## config.mk

```make
export PLATFORM = sky130hd
export DESIGN_NAME = uart_rx_flat
export DESIGN_NICKNAME = d
export VERILOG_FILES = /design/src/rtl/uart_rx_if.sv /design/src/rtl/uart_rx.sv /design/src/flat_wrapper.sv
export SDC_FILE = /design/constraint.sdc
export NUM_CORES = 1
export LEC_CHECK = 0
export CORE_UTILIZATION = 61
export DETAILED_ROUTE_END_ITERATION = 10
export GPL_TIMING_DRIVEN = 0
export HOLD_SLACK_MARGIN = 0.15
export PLACE_DENSITY = 0.91
export SLEW_MARGIN = 20
export SYNTH_ARGS = -nofsm -noshare
export SYNTH_HDL_FRONTEND = slang
export SYNTH_SLANG_ARGS = --single-unit
```

## constraint.sdc

```tcl
create_clock -name clk -period 4.97 [get_ports clk]
set_input_delay 0.994 -clock clk [delete_from_list [all_inputs] [get_ports clk]]
set_output_delay 0.994 -clock clk [all_outputs]
set_load 0.02 [all_outputs]
```

## src/rtl/uart_rx_if.sv

```systemverilog
// uart_rx_if: consumer-side bundle of the UART receiver (byte, handshake, status).
// master = receiver (drives byte/status, takes ack); slave = consumer.
interface uart_rx_if;
  logic [7:0] rx_data;
  logic       rx_valid;
  logic       rx_ack;
  logic       frame_err;
  logic       overrun;
  logic       busy;

  modport master (
    output rx_data,
    output rx_valid,
    output frame_err,
    output overrun,
    output busy,
    input  rx_ack
  );

  modport slave (
    input  rx_data,
    input  rx_valid,
    input  frame_err,
    input  overrun,
    input  busy,
    output rx_ack
  );
endinterface

```

## src/rtl/uart_rx.sv

```systemverilog
// uart_rx: 8N1 (1+ stop bits) serial receiver with oversampled bit timing and a
// single-entry holding register with valid/ack handshake.
// Optional build macro UART_RX_MAJORITY_EN: 2-of-3 majority vote around each
// sample point instead of a single sample.
module uart_rx #(
  parameter int unsigned CLK_FREQ = 100_000_000,
  parameter int unsigned BAUD     = 9600,
  parameter int unsigned OVS      = 16
) (
  input  logic      clk,
  input  logic      rst,
  input  logic      rx,
  uart_rx_if.master bus
);

  localparam int unsigned DIV   = CLK_FREQ / (BAUD * OVS);
  localparam int unsigned DIV_W = (DIV > 1) ? $clog2(DIV) : 1;
  localparam int unsigned OS_W  = $clog2(OVS);

  localparam logic [DIV_W-1:0] DIV_LAST = DIV_W'(DIV - 1);
  localparam logic [OS_W-1:0]  OS_LAST  = OS_W'(OVS - 1);
  localparam logic [OS_W-1:0]  OS_HALF  = OS_W'(OVS / 2);
  localparam logic [OS_W-1:0]  OS_START = OS_W'(OVS / 2 - 1);
  localparam logic [OS_W-1:0]  OS_ONE   = OS_W'(1);

`ifdef UART_RX_MAJORITY_EN
  // Start decision waits for the third vote at centre+1.
  localparam logic [OS_W-1:0]  OS_START_DEC = OS_HALF;
`else
  localparam logic [OS_W-1:0]  OS_START_DEC = OS_START;
`endif

  typedef enum logic [1:0] {
    ST_IDLE,
    ST_START,
    ST_DATA,
    ST_STOP
  } state_t;

  logic             rx_s1, rx_s2, rx_s;
  logic [DIV_W-1:0] div_cnt;
  logic             tick;

  state_t           state, state_d;
  logic [OS_W-1:0]  os_cnt, os_cnt_d;
  logic [3:0]       bit_cnt, bit_cnt_d;
  logic [7:0]       shreg, shreg_d;
  logic [7:0]       data_q, data_d;
  logic             valid_q, valid_d;
  logic             ferr_q, ferr_d;
  logic             ovr_q, ovr_d;
  logic             commit;
  logic             start_bit, bit_val;

`ifdef UART_RX_MAJORITY_EN
  logic [1:0]       vote, vote_d;
  logic             bit_q, bit_q_d;
  logic             maj;
  logic [OS_W-1:0]  centre;
`endif

  assign rx_s = rx_s2;

  // Two-flop synchronizer for the asynchronous serial line (idles high).
  always_ff @(posedge clk or negedge rst) begin
    if (!rst) begin
      rx_s1 <= 1'b1;
      rx_s2 <= 1'b1;
    end else begin
      rx_s1 <= rx;
      rx_s2 <= rx_s1;
    end
  end

  // Free-running oversample tick divider, independent of the FSM.
  always_ff @(posedge clk or negedge rst) begin
    if (!rst) begin
      div_cnt <= '0;
    end else if (div_cnt == DIV_LAST) begin
      div_cnt <= '0;
    end else begin
      div_cnt <= div_cnt + 1'b1;
    end
  end

  assign tick = (div_cnt == DIV_LAST);

`ifdef UART_RX_MAJORITY_EN
  // Votes are taken at centre-1 and centre; the third comes live at centre+1.
  always_comb begin
    centre    = (state == ST_START) ? OS_START : OS_HALF;
    maj       = (vote[0] & vote[1]) | (rx_s & (vote[0] | vote[1]));
    start_bit = maj;
    bit_val   = bit_q;
    vote_d    = vote;
    bit_q_d   = bit_q;
    if (tick && (state != ST_IDLE)) begin
      if (os_cnt == centre - OS_ONE) vote_d[0] = rx_s;
      if (os_cnt == centre)          vote_d[1] = rx_s;
      if ((os_cnt == centre + OS_ONE) && (state != ST_START)) bit_q_d = maj;
    end
  end

  // Majority vote storage.
  always_ff @(posedge clk or negedge rst) begin
    if (!rst) begin
      vote  <= '1;
      bit_q <= 1'b1;
    end else begin
      vote  <= vote_d;
      bit_q <= bit_q_d;
    end
  end
`else
  // Single-sample build: the synced line is the bit value at the sample point.
  always_comb begin
    start_bit = rx_s;
    bit_val   = rx_s;
  end
`endif

  // Next-state, datapath and handshake/status update.
  always_comb begin
    state_d   = state;
    os_cnt_d  = os_cnt;
    bit_cnt_d = bit_cnt;
    shreg_d   = shreg;
    data_d    = data_q;
    valid_d   = valid_q;
    ferr_d    = ferr_q;
    ovr_d     = ovr_q;
    commit    = 1'b0;

    if (bus.rx_ack) valid_d = 1'b0;

    if (tick) begin
      unique case (state)
        ST_IDLE: begin
          if (!rx_s) begin
            state_d  = ST_START;
            os_cnt_d = '0;
          end
        end
        ST_START: begin
          if (os_cnt == OS_START_DEC) begin
            if (start_bit) begin
              state_d = ST_IDLE;
            end else begin
              os_cnt_d  = '0;
              bit_cnt_d = '0;
              state_d   = ST_DATA;
            end
          end else begin
            os_cnt_d = os_cnt + OS_ONE;
          end
        end
        ST_DATA: begin
          if (os_cnt == OS_LAST) begin
            shreg_d   = {bit_val, shreg[7:1]};
            bit_cnt_d = bit_cnt + 4'd1;
            os_cnt_d  = '0;
            if (bit_cnt == 4'd7) state_d = ST_STOP;
          end else begin
            os_cnt_d = os_cnt + OS_ONE;
          end
        end
        ST_STOP: begin
          if (os_cnt == OS_LAST) begin
            state_d  = ST_IDLE;
            os_cnt_d = '0;
            if (bit_val) commit = 1'b1;
            else         ferr_d = 1'b1;
          end else begin
            os_cnt_d = os_cnt + OS_ONE;
          end
        end
        default: state_d = ST_IDLE;
      endcase
    end

    // A same-cycle ack frees the holding register for the new byte.
    if (commit) begin
      if (!valid_q || bus.rx_ack) begin
        data_d  = shreg;
        valid_d = 1'b1;
      end else begin
        ovr_d = 1'b1;
      end
    end
  end

  // FSM state register and datapath/status registers.
  always_ff @(posedge clk or negedge rst) begin
    if (!rst) begin
      state   <= ST_IDLE;
      os_cnt  <= '0;
      bit_cnt <= '0;
      shreg   <= '0;
      data_q  <= '0;
      valid_q <= 1'b0;
      ferr_q  <= 1'b0;
      ovr_q   <= 1'b0;
    end else begin
      state   <= state_d;
      os_cnt  <= os_cnt_d;
      bit_cnt <= bit_cnt_d;
      shreg   <= shreg_d;
      data_q  <= data_d;
      valid_q <= valid_d;
      ferr_q  <= ferr_d;
      ovr_q   <= ovr_d;
    end
  end

  assign bus.rx_data   = data_q;
  assign bus.rx_valid  = valid_q;
  assign bus.frame_err = ferr_q;
  assign bus.overrun   = ovr_q;
  assign bus.busy      = (state != ST_IDLE);

endmodule
```

## src/flat_wrapper.sv

```systemverilog
// flat-port wrapper written by rule: the top's interface ports become plain ports
module uart_rx_flat 
#(
  parameter int unsigned CLK_FREQ = 100_000_000,
  parameter int unsigned BAUD     = 9600,
  parameter int unsigned OVS      = 16
)
  (clk, rst, rx, bus_rx_data, bus_rx_valid, bus_frame_err, bus_overrun, bus_busy, bus_rx_ack);
  uart_rx_if bus_i ();
  input  logic clk;
  input  logic rst;
  input  logic rx;
  output wire logic [$bits(bus_i.rx_data)-1:0] bus_rx_data;
  output wire logic [$bits(bus_i.rx_valid)-1:0] bus_rx_valid;
  output wire logic [$bits(bus_i.frame_err)-1:0] bus_frame_err;
  output wire logic [$bits(bus_i.overrun)-1:0] bus_overrun;
  output wire logic [$bits(bus_i.busy)-1:0] bus_busy;
  input wire logic [$bits(bus_i.rx_ack)-1:0] bus_rx_ack;
  assign bus_rx_data = bus_i.rx_data;
  assign bus_rx_valid = bus_i.rx_valid;
  assign bus_frame_err = bus_i.frame_err;
  assign bus_overrun = bus_i.overrun;
  assign bus_busy = bus_i.busy;
  assign bus_i.rx_ack = bus_rx_ack;
  uart_rx #(.CLK_FREQ(CLK_FREQ), .BAUD(BAUD), .OVS(OVS)) u_core (.clk(clk), .rst(rst), .rx(rx), .bus(bus_i));
endmodule
```

==> impl_results.md <==
- Yosys cell types: 44
- Via Count: 1247
- Die area: 3310 um2
- Post-DRT Antenna Nets: 0
- Largest net degree at the start of global routing: 29
- Number of inserted diodes: 0
- H-tree depth: 2
- Post-synthesis sequential area ratio: 0.547
- Final instance area: 2160 um2
- Detailed-route wire length per cell: 15.7 um
- Slew headroom: 0.694
- Top post-synthesis cells by area: dfrtp_1 (52%), mux2_2 (9.0%), dfstp_2 (2.8%), ha_1 (2.7%), xnor2_1 (2.3%)
- Fin Setup TNS: 0 ns
- Post-DP Area: 2090 um2
- Slew @ Worst Pin: 0.458 ns
- CP Launch Type: register
- Post-CTS sizing: 0
- Detail Route met3 WL: 125 um
- MaxCap Viol Count: 0
- Peak VDD IR: 162 uV
- Synth Flop Type: dfrtp_1
- FF+latch count, synth: 41
- Power consumption: 0.529 mW
- Final clock period utilization by the worst path: 0.590
- Initial Util: 0.665
- Final min period: 2.93 ns
- Clk_lat worst skew: 0.34 ns
- Initial antenna violation count: 0
- Post-synth EDFFs: 0
- Row count: 19
- Outcome: completed
- First-pass GRT wire length: 5680 um
- Vias in the first global route: 1274
- Hold Path Class: reg -> reg
- DRC Markers: 0
- Mapped Cells: 151
- Worst-path clk slew: 0.12 ns
- Core Region: 2830 um2
- Fillers: 202
- DR WL met2: 1710 um
- Worst Hold Margin: 0.365 ns
- Top routing layer in use: met4
- Via-per-instance ratio: 6.05
- Final setup violation count: 0
- Routed length on met1: 1350 um
- Area delta synth->final: 14.6%
- Crit. End Element: primary output
- CTS Buf Count: 5
- Postcts setup bufs: 0
- IO Pins: 16
- CTS tree: yes
- HPWL after DPL: 2370 um
- Syn nets: 159
- Pwr dens: 245 nW/um2
- CTS Hold Bufs: 0
- Clk sinks: 41
- Clock Skews: 0.0122 ns
- # port buffers: 15
- Max Buffers Root-to-Sink: 2
- Die width: 57.5 um
- Setup Crit Path Kind: reg -> out
- Yosys warning count: 0
- Clock root cell: clkbuf_4
- Mapped Area: 1880 um2
- Leak: 1.04 nW
- Die H: 57.5 um
- Routed wire length: 3230 um
- Most frequent cells in the layout: dfrtp_1 (39), mux2_2 (15), clkdlybuf4s50_1 (14)
- Critical path arrival: 1.94 ns
- Total Routing Usage GR: 0.233
- Slew Limit Fails: 0
- Worst-path fanout max: 10
- DRT Pass-1 Iters: 4
- Gr ovfl total: 0
- Initial DRC count: 44
- Fmax: 341 MHz
- Ys async rst share: 1.00
- Final net count: 182
- Share of cells above drive strength 1: 0.200
- Commonest non-fill, non-tap cell in the layout: dfrtp_1
- WP data required: 3.98 ns
- RSZ-0062 raised after global routing: false
- Final Hold Fails: 0
- Largest area contributor in the netlist: dfrtp_1
- Area share of the largest cell type after synthesis: 0.519
- Global placer's final weighted congestion: 0.830
- Mean Syn Cell Area: 12.5 um2
==> metal layers <==
| layer | vias to the layer above | GRT usage |
|---|---|---|
| li1 | 591 | - |
| met1 | 624 | 0.287 |
| met2 | 28 | 0.377 |
| met3 | 4 | 0.0726 |
| met4 | 0 | 0.101 |
| met5 | - | 0 |
==> synth_stat cells (2+ instances only) <==
| cell | instances |
|---|---|
| ha_1 | 4 |
| mux2_2 | 15 |
| xor2_1 | 4 |
| nor3b_1 | 2 |
| nand3_1 | 7 |
| nor2_1 | 7 |
| dfstp_2 | 2 |
| inv_1 | 4 |
| and3_1 | 6 |
| and4_1 | 2 |
| nand3b_1 | 2 |
| mux2_1 | 3 |
| nand4_1 | 4 |
| dfrtp_1 | 39 |
| nand2_1 | 7 |
| and4b_1 | 2 |
| buf_2 | 2 |
| nand2b_1 | 2 |
| o211ai_1 | 2 |
| clkbuf_1 | 2 |
| o21ai_0 | 4 |
| nor2b_1 | 3 |
| xnor2_1 | 5 |
==> final timing paths <==
kind | from | endpoint | slack, ns | cells after the start
worst max-delay path | u_core.state[0] | bus_busy | 2.04 | 4
worst min-delay path | u_core.rx_s1 | u_core.bit_val | 0.36 | 0
worst max register to register | u_core.div_cnt[0] | u_core.bus.rx_data[4] | 3.08 | 7
worst min register to register | u_core.rx_s1 | u_core.bit_val | 0.36 | 0
max in group asynchronous | rst | u_core.rx_s1 | 3.91 | 2
min in group asynchronous | rst | u_core.bus.rx_data[5] | 0.53 | 1
==> cells by family after synthesis <==
logic type / Yosys count / synth area share
flip-flops: 41 / 0.547
XOR/XNOR: 9 / 0.0419
AO/OA/AOI/OAI: 16 / 0.0605
multiplexers: 18 / 0.108
buffers and inverters: 10 / 0.0273
AND/OR/NAND/NOR: 53 / 0.189
adder cells (fa/ha/maj): 4 / 0.0266
==> critical path, cell delays in order (launching register included) <==
cell and delay, ns:
dfrtp_1 0.38, clkbuf_1 0.38, nor2_1 0.13, inv_1 0.10, clkdlybuf4s50_1 0.60
==> metrics by stage <==
stage	setup slack, ns	util	std cells
3_3_place_gp	2.04	0.732	197
5_1_grt	1.91	0.762	206
4_1_cts	2.05	0.762	206
3_5_place_dp	2.45	0.737	198
2_1_floorplan	3.10	-	151
6_report	2.04	0.762	206
==> final cells by class <==
class / count / area, um2 / area share
flip-flops and latches: 41 / 1030 / 0.477
multi-input cells: 100 / 802 / 0.372
repair buffers: 16 / 165 / 0.0766
clock buffers: 7 / 65.1 / 0.0302
well taps: 31 / 38.8 / 0.0180
plain buffers: 6 / 36.3 / 0.0168
inverters: 4 / 15.0 / 0.00696
clock inverters: 1 / 5.00 / 0.00232
==> registers in the layout (all words and copies together) (netlist names), 4 cells and up, named ones only <==
signal	cells
u_core.bus.rx_data	8
u_core.bit_cnt	4
u_core.div_cnt	10
u_core.shreg	8
u_core.os_cnt	4
==> power by group <==
part           switching (mW)  internal [mW]  leakage [nW]
combinational         0.00743        0.00400         0.448
clock                  0.0998         0.0820        0.0413
sequential           0.000604          0.335         0.552
Power figures use the tool's default switching activity.
==> RTL edit 1, RTL diff (same flow settings) <==
`OVS` is set to 16 in 2 places; all go to 8.
--- a/src/rtl/uart_rx.sv
+++ b/src/rtl/uart_rx.sv
@@ -5,7 +5,7 @@
 module uart_rx #(
   parameter int unsigned CLK_FREQ = 100_000_000,
   parameter int unsigned BAUD     = 9600,
-  parameter int unsigned OVS      = 16
+  parameter int unsigned OVS      = 8
 ) (
   input  logic      clk,
   input  logic      rst,
--- a/src/flat_wrapper.sv
+++ b/src/flat_wrapper.sv
@@ -3,7 +3,7 @@
 #(
   parameter int unsigned CLK_FREQ = 100_000_000,
   parameter int unsigned BAUD     = 9600,
-  parameter int unsigned OVS      = 16
+  parameter int unsigned OVS      = 8
 )
   (clk, rst, rx, bus_rx_data, bus_rx_valid, bus_frame_err, bus_overrun, bus_busy, bus_rx_ack);
   uart_rx_if bus_i ();
Function: no difference found for any inputs over 10 cycles, from zero or initial values and one cycle with rst low; that may be too few to reach the edited logic, so the function may still have changed.
==> RTL edit 1 against the unedited design <==
Routed wire length up 12%. Design area rose by 4.6%. Register-to-register slack worse by 0.08 ns. Largest cell class unchanged. Sequential cell count is the same. Worst setup slack lost 0.0044 ns. Synthesized cell count grew 8.6%. Sequential power about the same. Synthesized area increased by 3.4%. Fmax down 0.15%. Power increased by 9.0%.
==> RTL edit 1: results (changes against the unedited design) <==
Routing
  – Routed len/inst: 15.6 microns (-0.43%)
  – DR WL met3: 141 microns (+13%)
  – Vias: 1,320 (+5.9%)
  – DRT iter0 DRCs: 69 (+57%)
  – Met1 wire length: 1510 microns (+12%)
  – Vias per cell: 5.69 (-6.0%)
  – Metal2 WL: 1890 microns (+10%)

Layout
  – Buffering overhead: 8.71% (-0.63 points)
  – ClkCell Share: 3.94% (+0.69 points)
  – Bufs w/o clock: 22 (unchanged)
  – Comb_multi_in: 112 (+12%)
  – Fraction of area in multi-input gates: 38.5% (+1.3 points)
  – # clk buffers: 6 (-1)
  – Num sequential: 41 (unchanged)

GRT
  – First-pass GRT wire length: 6370 microns (+12%)
  – Vias in the first global route: 1,430 (+12%)
  – M1 GR Usage: 30.0% (+1.3 points)
  – Grt met3 use: 6.15% (-1.1 points)
  – GRT Total Usage: 25.7% (+2.4 points)
  – Grt met2 use: 44.7% (+7.0 points)

Yosys
  – Compound-Gate Fraction of Synth Area: 7.46% (+1.4 points)
  – Sequential-to-total area share from yosys stat: 52.9% (-1.8 points)
  – Adder-cell share of the synthesized area: 5.14% (+2.5 points)
  – Mux cell area share after synthesis: 11.9% (+1.1 points)
  – Xor/xnor cell area share of the yosys netlist: 3.60% (-0.59 points)
  – Netlist cell types: 41 (-6.8%)
  – Synth top cells by count: 39 x dfrtp_1, 9 x mux2_2, 9 x nand2_1, 9 x nor2_1
  – Avg Synthesized Cell Area: 11.9 sq um (-4.8%)
  – Syn_nets: 176 (+11%)

Placed design
  – Placed Area: 2170 sq um (+3.8%)
  – GPL Wtd Cong: 0.894 (+7.7%)
  – Placed cells: 224 (+13%)
  – Setup WS pre-CTS: 2.44 ns (-0.0107 ns)
  – HPWL Detailed: 2720 microns (+15%)

Run status
  – Status: finished, final reports clean

Power and ir drop
  – Peak supply drop: 0.239 mV (+47%)
  – Leak: 1.05 nW (+0.88%)
  – Power per Cell Area: 256 nW/um^2 (+4.2%)

Critical path
  – Peak fanout along the critical path: 10 (unchanged)
  – Critical path arrival: 1.94 ns (about the same)

STA
  – Worst clock skew: 0.0142 ns (+0.00196 ns)
  – Relative slew slack: 68.9% (-0.56 points)

Clock tree
  – Clock latency on the worst-skew pair: 0.36 ns (+0.02 ns)
[RTL edit 1: final timing paths]
path	startpoint	to	slack, ns	cells past startpoint
max	flip-flop	bus_busy	2.03	3
min	u_core.rx_s1	u_core.bit_val	0.36	0
max reg2reg	u_core.os_cnt[0]	u_core.bus.rx_data[5]	3.00	6
min reg2reg	u_core.rx_s1	u_core.bit_val	0.36	0
max in group asynchronous	rst	u_core.bit_val	4.00	2
min in group asynchronous	rst	u_core.bit_cnt[3]	0.46	1
[RTL edit 1: report_power, final]
part           leakage [nW]  internal, mW  switching (mW)
registers             0.552         0.335         0.00122
clock network        0.0445         0.120           0.110
logic                 0.454       0.00341         0.00695
total                  1.05         0.458           0.118
[RTL edit 1: through the flow]
stage / hold WS (ns) / utilization [%]
after floorplan: 0.345 / -
after global placement: 0.347 / 71.0
after detailed placement: 0.351 / 71.5
after CTS: 0.368 / 74.5
after global routing: 0.371 / 74.5
final: 0.364 / 74.5
==> RTL edit 2, RTL diff (same settings) <==
Made on the original files. One comparison of `bit_cnt` changes from == to >=.
--- a/src/rtl/uart_rx.sv
+++ b/src/rtl/uart_rx.sv
@@ -159,7 +159,7 @@
             shreg_d   = {bit_val, shreg[7:1]};
             bit_cnt_d = bit_cnt + 4'd1;
             os_cnt_d  = '0;
-            if (bit_cnt == 4'd7) state_d = ST_STOP;
+            if (bit_cnt >= 4'd7) state_d = ST_STOP;
           end else begin
             os_cnt_d = os_cnt + OS_ONE;
           end
Formal check against the unedited RTL: no difference found for any inputs over 10 cycles, from zero or initial values and one cycle with rst low; that may be too few to reach the edited logic, so the function may still have changed.
==> RTL edit 2 against the unedited design <==
Synthesized area is 0.93% higher. Sequential cell count stayed put. Power is 7.9% higher. Worst setup slack better by 0.066 ns. Fmax is 2.3% higher. Cell count is 1.9% higher. Design area is 1.5% higher. Via count is 2.1% higher. Routed wire length is 9.5% higher. First-iteration DRC count is 55% higher.
==> RTL edit 2: results (changes against the unedited design) <==
Placed design
  – Port buffer count: 15 (unchanged)
  – Placed cells: 202 (+2.0%)
  – HPWL Detailed: 2630 microns (+11%)
  – GPL Wtd Cong: 0.796 (-4.1%)
  – Placed Area: 2100 sq um (+0.84%)
  – Setup WS pre-CTS: 2.51 ns (+0.0621 ns)

Layout
  – Signal inverters: 5 (+1)
  – Fin nets: 186 (+2.2%)
  – Post-Route Utilization: 76.7% (+0.51 points)
  – Share of cells above drive strength 1: 21.8% (+1.8 points)
  – Comb_multi_in: 104 (+4.0%)
  – Buffering overhead: 8.81% (-0.54 points)
  – Register with the most flip-flops: u_core.div_cnt
  – Bufs w/o clock: 21 (-4.5%)
  – Non-filler instance count after layout: 210 (+1.9%)
  – Fill cell count: 171 (-15%)
  – Sequential Area: 1030 sq um (unchanged)
  – Max reg flops: 10 (unchanged)
  – Fraction of area in multi-input gates: 37.7% (+0.48 points)
  – ClkCell Share: 3.89% (+0.64 points)

GRT
  – Initial antenna violation count: 0 (unchanged)
  – Pin count of the biggest net entering global routing: 28 (-3.4%)
  – Vias in the first global route: 1,304 (+2.4%)
  – GRT Total Usage: 24.5% (+1.3 points)
  – First-pass GRT wire length: 6020 microns (+6.0%)

Yosys
  – Syn_nets: 163 (+2.5%)
  – Sequential-to-total area share from yosys stat: 54.2% (-0.50 points)
  – Synth top cells by count: 39 x dfrtp_1, 12 x mux2_2, 10 x nor2_1, 9 x nand3_1, 8 x nand2_1
  – Syn. warnings: 0 (unchanged)
  – Avg Synthesized Cell Area: 12.3 sq um (-1.7%)
  – Asr flop ratio synth: 100% (unchanged)
  – Synth top area cells: dfrtp_1 51%, mux2_2 7.1%, mux2_4 5.5%
  – Netlist cell types: 39 (-11%)

STA
  – # setup viols final: 0 (unchanged)
  – Worst clock skew: 0.00970 ns (-0.00252 ns)
  – Slew @ Worst Pin: 0.613 ns (+0.155 ns)
  – WHS: 0.363 ns (-0.00187 ns)
  – Final Cycle Share: 57.7% (-1.3 points)

Min path
  – Hold Path Sink: u_core.bit_val
  – Hold path depth: 0 (unchanged)

Routing
  – Vias per cell: 6.06 (+0.14%)
  – First-pass DRT Iterations: 4 (unchanged)
  – Routed len/inst: 16.8 microns (+7.4%)
  – DRT iter0 DRCs: 68 (+55%)

Critical path
  – Reg-to-reg slack, setup: 2.91 ns (-0.17 ns)
  – Reg2Reg Launch Point: u_core.div_cnt[0]
  – R2R depth: 6 (-1)
  – Reg2reg end: u_core.shreg[6]
  – Critical path arrival: 1.87 ns (-0.07 ns)

Clock tree
  – Post-CTS Setup Bufs: 0 (unchanged)
  – CTS max path bufs: 2 (unchanged)
  – Root buffer cell: clkbuf_4

Power and ir drop
  – Peak supply drop: 0.247 mV (+52%)
  – Leak: 1.03 nW (-1.5%)

Die
  – # rows: 19 (unchanged)

Run status
  – Status: finished, final reports clean
==> RTL edit 2: power by group <==
part	leakage, nW	total (mW)	switching (mW)	internal (mW)
combinational	0.428	0.0110	0.00729	0.00376
sequential	0.552	0.336	0.000991	0.335
clock	0.0455	0.224	0.104	0.120
total	1.03	0.571	0.112	0.459
==> RTL edit 2: critical path: stages (launching register included) <==
cell,delay [ns]
dfrtp_1,0.38
clkbuf_1,0.22
or2_2,0.38
clkdlybuf4s50_1,0.55
==> RTL edit 2: cells by family after synthesis <==
family | count (synthesis) | synth area share, %
multiplexers | 20 | 13.2
XOR/XNOR | 9 | 4.15
AO/OA/AOI/OAI | 21 | 8.43
AND/OR/NAND/NOR | 50 | 15.0
adder cells (fa/ha/maj) | 4 | 2.64
buffers and inverters | 10 | 2.44
flip-flops | 41 | 54.2
==> RTL edit 2: routing by layer <==
metal,track usage [%],vias to the layer above,wire [microns]
met4,9.86,0,80
met1,29.5,640,1450
li1,-,596,-
met3,6.92,10,128
met2,41.7,27,1870
met5,0,-,0
